--- src/rtl/id_pkg.sv ---
// rtl/id_pkg.sv - shared decode constants, bundle type and field helpers for id_stage
package id_pkg;

    localparam int DATA_W = 32;

    // Field positions within the 32-bit instruction word
    localparam int OPC_LSB  = 25;
    localparam int RD_LSB   = 22;
    localparam int RS1_LSB  = 19;
    localparam int RS2_LSB  = 16;
    localparam int COND_LSB = 21;

    // Opcodes
    localparam logic [6:0] OP_B     = 7'b1100000;
    localparam logic [6:0] OP_BCOND = 7'b1100001;
    localparam logic [6:0] OP_BR    = 7'b1100010;
    localparam logic [6:0] OP_LOAD  = 7'b1000000;
    localparam logic [6:0] OP_STORE = 7'b1000010;

    // Condition codes for OP_BCOND; anything else means always
    localparam logic [3:0] COND_EQ = 4'd0;
    localparam logic [3:0] COND_NE = 4'd1;
    localparam logic [3:0] COND_LT = 4'd2;
    localparam logic [3:0] COND_GE = 4'd3;

    // NZCV flag bit positions
    localparam int FLAG_N = 3;
    localparam int FLAG_Z = 2;
    localparam int FLAG_V = 0;

    typedef enum logic {
        ST_RUN = 1'b0,
        ST_HAZ = 1'b1
    } haz_state_t;

    typedef struct packed {
        logic [6:0]        opcode;
        logic [2:0]        rd;
        logic [DATA_W-1:0] op_a;
        logic [DATA_W-1:0] op_b;
        logic              reg_we;
        logic              mem_rd;
        logic              mem_wr;
    } bundle_t;

    function automatic logic is_alu(input logic [6:0] opc);
        return opc[6:5] == 2'b00;
    endfunction

    // Source registers that actually feed the instruction; only these can
    // create a load-use dependency.
    function automatic logic reads_rs1(input logic [6:0] opc);
        return is_alu(opc) || opc == OP_LOAD || opc == OP_STORE || opc == OP_BR;
    endfunction

    // Opcode bit 0 selects the immediate as operand B, so rs2 is unused then.
    function automatic logic reads_rs2(input logic [6:0] opc);
        return (is_alu(opc) && !opc[0]) || opc == OP_STORE;
    endfunction

endpackage

--- src/rtl/id_cond_eval.sv ---
// rtl/id_cond_eval.sv - combinational branch condition evaluation against NZCV flags
module id_cond_eval
    import id_pkg::*;
(
    input  logic [3:0] cond,
    input  logic [3:0] flags,
    output logic       taken
);

    // Carry does not participate in any supported condition
    logic unused_carry;
    assign unused_carry = flags[1];

    // Select the flag test named by the condition code
    always_comb begin
        taken = 1'b1;
        case (cond)
            COND_EQ: taken = flags[FLAG_Z];
            COND_NE: taken = !flags[FLAG_Z];
            COND_LT: taken = flags[FLAG_N] ^ flags[FLAG_V];
            COND_GE: taken = !(flags[FLAG_N] ^ flags[FLAG_V]);
            default: taken = 1'b1;
        endcase
    end

endmodule

--- src/rtl/id_stage.sv ---
// rtl/id_stage.sv - instruction decode stage with forwarding, branch resolve and load-use stall
module id_stage
    import id_pkg::*;
#(
    parameter int FLUSH_DEPTH = 1,
    parameter int XLEN        = 32
) (
    input  logic            clk,
    input  logic            reset,
    input  logic [31:0]     instr_in,
    input  logic [XLEN-1:0] pc_in,
    output logic [2:0]      rs1_addr,
    output logic [2:0]      rs2_addr,
    input  logic [XLEN-1:0] rs1_data,
    input  logic [XLEN-1:0] rs2_data,
    input  logic            write_enable,
    input  logic [2:0]      write_addr,
    input  logic [XLEN-1:0] write_value,
    input  logic [3:0]      flags_in,
    input  logic            ex_stall,
    output logic            stall_if,
    output logic            br_taken,
    output logic [XLEN-1:0] br_target,
    output logic            ex_valid,
    output logic [6:0]      ex_opcode,
    output logic [2:0]      ex_rd,
    output logic [XLEN-1:0] ex_op_a,
    output logic [XLEN-1:0] ex_op_b,
    output logic            ex_reg_we,
    output logic            ex_mem_rd,
    output logic            ex_mem_wr
);

    localparam logic [7:0] FLUSH_LOAD = 8'(FLUSH_DEPTH);

    haz_state_t      state;
    haz_state_t      state_next;
    logic [7:0]      flush_cnt;
    bundle_t         dec;
    bundle_t         ex_q;

    logic [6:0]      opcode;
    logic [3:0]      cond;
    logic [XLEN-1:0] imm_ext;
    logic [XLEN-1:0] fwd_a;
    logic [XLEN-1:0] fwd_b;
    logic            is_nop;
    logic            flushing;
    logic            load_use;
    logic            cond_taken;
    logic            issue_bubble;
    logic            take_branch;

    assign opcode   = instr_in[OPC_LSB +: 7];
    assign cond     = instr_in[COND_LSB +: 4];
    assign rs1_addr = instr_in[RS1_LSB +: 3];
    assign rs2_addr = instr_in[RS2_LSB +: 3];
    assign imm_ext  = {{(XLEN-16){instr_in[15]}}, instr_in[15:0]};
    assign is_nop   = (instr_in == 32'h0);
    assign flushing = (flush_cnt != 8'd0);

    // Same-cycle write-back wins over the stale register-file read
    assign fwd_a = (write_enable && write_addr == rs1_addr) ? write_value : rs1_data;
    assign fwd_b = (write_enable && write_addr == rs2_addr) ? write_value : rs2_data;

    // The bundle now in execute is a load whose result this instruction needs
    assign load_use = ex_valid && ex_q.mem_rd && !is_nop &&
                      ((reads_rs1(opcode) && ex_q.rd == rs1_addr) ||
                       (reads_rs2(opcode) && ex_q.rd == rs2_addr));

    id_cond_eval u_cond_eval (
        .cond  (cond),
        .flags (flags_in),
        .taken (cond_taken)
    );

    // Decode the current instruction into the bundle it would issue
    always_comb begin
        dec        = '0;
        dec.opcode = opcode;
        dec.rd     = instr_in[RD_LSB +: 3];
        dec.op_a   = fwd_a;
        dec.op_b   = instr_in[OPC_LSB] ? imm_ext : fwd_b;
        dec.reg_we = is_alu(opcode) || opcode == OP_LOAD;
        dec.mem_rd = (opcode == OP_LOAD);
        dec.mem_wr = (opcode == OP_STORE);
    end

    // Hazard FSM next state and issue control, in priority order
    always_comb begin
        state_next   = state;
        issue_bubble = 1'b0;
        take_branch  = 1'b0;
        stall_if     = 1'b0;
        if (ex_stall) begin
            stall_if = 1'b1;
        end else if (flushing) begin
            issue_bubble = 1'b1;
        end else if (state == ST_RUN && load_use) begin
            issue_bubble = 1'b1;
            stall_if     = 1'b1;
            state_next   = ST_HAZ;
        end else begin
            state_next   = ST_RUN;
            issue_bubble = is_nop;
            take_branch  = !is_nop && opcode == OP_BCOND && cond_taken;
        end
    end

    // Hazard state and post-branch flush counter
    always_ff @(posedge clk) begin
        if (reset) begin
            state     <= ST_RUN;
            flush_cnt <= 8'd0;
        end else begin
            state <= state_next;
            if (!ex_stall) begin
                if (take_branch) begin
                    flush_cnt <= FLUSH_LOAD;
                end else if (flushing) begin
                    flush_cnt <= flush_cnt - 8'd1;
                end
            end
        end
    end

    // Registered decode bundle and one-shot redirect
    always_ff @(posedge clk) begin
        if (reset) begin
            ex_valid  <= 1'b0;
            ex_q      <= '0;
            br_taken  <= 1'b0;
            br_target <= '0;
        end else if (ex_stall) begin
            br_taken <= 1'b0;
        end else begin
            ex_valid <= !issue_bubble;
            ex_q     <= issue_bubble ? bundle_t'('0) : dec;
            br_taken <= take_branch;
            if (take_branch) begin
                br_target <= pc_in + (imm_ext << 2);
            end
        end
    end

    assign ex_opcode = ex_q.opcode;
    assign ex_rd     = ex_q.rd;
    assign ex_op_a   = ex_q.op_a;
    assign ex_op_b   = ex_q.op_b;
    assign ex_reg_we = ex_q.reg_we;
    assign ex_mem_rd = ex_q.mem_rd;
    assign ex_mem_wr = ex_q.mem_wr;

endmodule

--- config.mk ---
export PLATFORM = sky130hd
export DESIGN_NAME = id_stage
export DESIGN_NICKNAME = d
export VERILOG_FILES = /design/src/rtl/id_pkg.sv /design/src/rtl/id_cond_eval.sv /design/src/rtl/id_stage.sv
export SDC_FILE = /design/constraint.sdc
export NUM_CORES = 1
export LEC_CHECK = 0
export BUFFER_PORTS_ARGS = -buffer_cell sky130_fd_sc_hd__buf_4
export CAP_MARGIN = 20
export CELL_PAD_IN_SITES_DETAIL_PLACEMENT = 1
export CELL_PAD_IN_SITES_GLOBAL_PLACEMENT = 2
export CORE_ASPECT_RATIO = 1.2
export CORE_MARGIN = 2
export CORE_UTILIZATION = 28
export DETAILED_ROUTE_END_ITERATION = 10
export PLACE_DENSITY_LB_ADDON = 0.1
export SETUP_SLACK_MARGIN = 0.5
export SYNTH_ARGS = -nofsm -noshare
export SYNTH_HDL_FRONTEND = slang
export SYNTH_SLANG_ARGS = --single-unit
--- constraint.sdc ---
create_clock -name clk -period 4.85 [get_ports clk]
set_input_delay 0.2425 -clock clk [delete_from_list [all_inputs] [get_ports clk]]
set_output_delay 0.2425 -clock clk [all_outputs]
set_load 0.005 [all_outputs]
==> impl_metrics.ini <==
[synth]
avgSynthCellArea_um2 = 7.99
async_flop_share_pct = 0
synth_top_area_share_pct = 34.7
synth_most_common_cell = nor2_1
synth_edf_count = 0
synthFlopType = dfxtp_1
yosys.area.top_type = dfxtp_1
synth.distinct_cells = 57
yosys_register_bits = 120
syn_inst = 866
netlist_top_cells_count = nor2_1 (123), dfxtp_1 (120), a21oi_1 (109)
syn-cell-area_mm2 = 0.00692
synth.yosys.seq_area_share_pct = 34.7
synthTopCellsByArea = dfxtp_1 (35%), a21oi_1 (7.9%), mux2i_1 (6.9%), nor2_1 (6.7%), ha_1 (5.4%)
syn_nets = 1068
yosysWarnings = 0

[cts]
tritoncts = yes
h-tree-depth = 4
cts_resized = 0
numClockSinks = 120
clkTransAtPathRegs_ns = 0.06
ctsHoldBuffers = 0
clk_latency_ns = 0.43
cts_buffers = 17
clock_tree.buffer_depth = 2
cts_root_buf = clkbuf_16
postCtsSetupRepairBufs = 0

[timing]
fin_tns_setup_ns = 0
slew_viol_final = 0
worst_slew_pin_slew_ns = 0.924
slew-limit-headroom_pct = 38.4
finalCriticalPeriod_ns = 3.02
fin_skew_ns = 0.0113
setup_viol = 0
fin_crit_sh_pct = 62.3
rsz0062_at_grt = no
hold_viol = 0
max_freq_ghz = 0.331

[run]
drv_cap = 0

[critical_path]
cpMaxStageDelayCell = nand3b_1
cp_data_required_time_ns = 5.15
crit_fanout = 20
startpoint = ex_rd[1]
critPathArrivalTime_ns = 3.33
worstSetupEndpointType = flip-flop
path_class = flip-flop to flip-flop
crit_path_max_incr_delay_ns = 0.50
start_kind = flip-flop
worstPathCellList = xor2_1 -> a2111o_1 -> o22ai_1 -> a21oi_2 -> nor4_2 -> nand3b_1 -> buf_4 -> nor4b_1 -> a31oi_1 -> o211ai_1
reg2reg_from = ex_rd[1]
r2r_cells = 10

[grt]
grt-ovfl-total = 0
grt_pass1_vias = 7323
grt_pass1_wl_mm = 41.2
grt_max_degree = 82
grt_usage_pct = 20.4
antenna_found_initial = 2

[layout]
area_growth_pct = 43.1
drive_above_1_share_pct = 31.1
final_util_pct = 40.4
fillers = 2992
fin_area_mm2 = 0.00990
nNetsFinal = 1325
multi_input_area_mm2 = 0.00420
seqCellArea_mm2 = 0.00240
fin_cells = 1462

[floorplan]
coreArea_mm2 = 0.0245
rows = 63
die_w_um = 148
die_y_um = 176
initial_core_util_pct = 28.2
dieArea_mm2 = 0.0260
ios = 289

[pwr]
peakVddDrop_uv = 230
leakagePower_uw = 0.00456
powerDensity_mw_per_mm2 = 403

[placed_design]
hpwl_mm = 20.2
port_buffers = 287
placedCellCount = 1429
post_dp_cell_area_mm2 = 0.00928
gp_congestion = 0.795

[routing]
drcViolationCount = 0
first_iter_violations = 209
dr.pass1.iters = 4
avgViaCountPerCell = 4.89
vias = 7145
routedWlPerCell_um = 18.3
ant_nets = 0
routed_wirelength_mm = 26.7

[worst_hold_path]
min_from = pc_in[1]
hold_path_depth = 3
hp-class = primary input to flip-flop

[outcome]
status = complete, no violations
==> kinds of logic after synthesis <==
logic type	Yosys count	share of synthesized area (%)
AOI/OAI and AO/OA	243	21.3
buffers and inverters	71	4.74
xor gates and xnor gates	40	5.06
and+or+nand+nor	296	18.8
adders and majority gates	31	5.71
muxes	65	9.71
DFF	120	34.7
==> path summary, 6_finish.rpt <==
| kind | end | slack (ns) |
|---|---|---|
| worst max register to register | br_target[30] | 1.83 |
| worst min register to register | br_target[20] | 0.45 |
| worst max-delay path | br_target[30] | 1.83 |
| worst min-delay path | br_target[1] | 0.07 |
==> cell type report <==
type	count	area share, %
Sequential cell	120	24.3
Timing Repair Buffer	295	22.4
Tap cell	325	4.11
Clock inverter	10	1.43
Multi-Input combinational cell	675	42.4
Clock buffer	21	4.85
Antenna cell	2	0.0505
Inverter	14	0.531
==> metrics by stage <==
step	hold WS [ns]	power (uW)	setup slack, ns
after detailed placement	0.448	2670	1.62
after CTS	0.0545	4060	1.74
after global routing	0.0772	4250	1.55
after global placement	0.441	2650	1.65
after floorplan	0.378	2050	2.54
final	0.0680	4000	1.83
==> registers in the layout (all words and copies together), names as in the netlist, 3 cells and up <==
| signal | cells |
|---|---|
| br_target | 32 |
| ex_rd | 3 |
| ex_op_b | 32 |
| ex_opcode | 7 |
| ex_op_a | 32 |
| flush_cnt | 8 |
==> power breakdown <==
| group | internal (uW) | switching (uW) |
|---|---|---|
| Combinational | 623 | 726 |
| Sequential | 1170 | 122 |
| Clock | 862 | 496 |
==> per-layer routing <==
metal  part of all wire (%)  track usage (%)  up-vias  wire [um]
li1                       -                -     3580          -
met1                     42             24.5     3341      11300
met2                     48             34.4      206      12900
met3                    8.3             7.11       18       2220
met4                    1.1             5.89        0        289
met5                      0                0        -          0
==> placed cells by master, fill, tap and decap left out, drive strengths merged, types with 21 or more instances in the layout <==
| master | netlist | routed |
|---|---|---|
| dfxtp | 120 | 120 |
| ha | 30 | 30 |
| o21ai | 49 | 49 |
| a22oi | 25 | 25 |
| mux2i | 48 | 48 |
| xnor2 | 24 | 24 |
| nor2 | 123 | 123 |
| a21oi | 111 | 111 |
| buf | 21 | 295 |
| clkbuf | 36 | 21 |
| nand2 | 98 | 98 |
==> critical path: cells and delay by family, from the launching register on <==
| kind | cells | cell delay [ns] |
|---|---|---|
| AO/OA/AOI/OAI | 5 | 0.95 |
| XOR/XNOR | 1 | 0.18 |
| buffers and inverters | 1 | 0.36 |
| flip-flops | 1 | 0.37 |
| AND/OR/NAND/NOR | 3 | 1.03 |
Power figures use the tool's default switching activity.
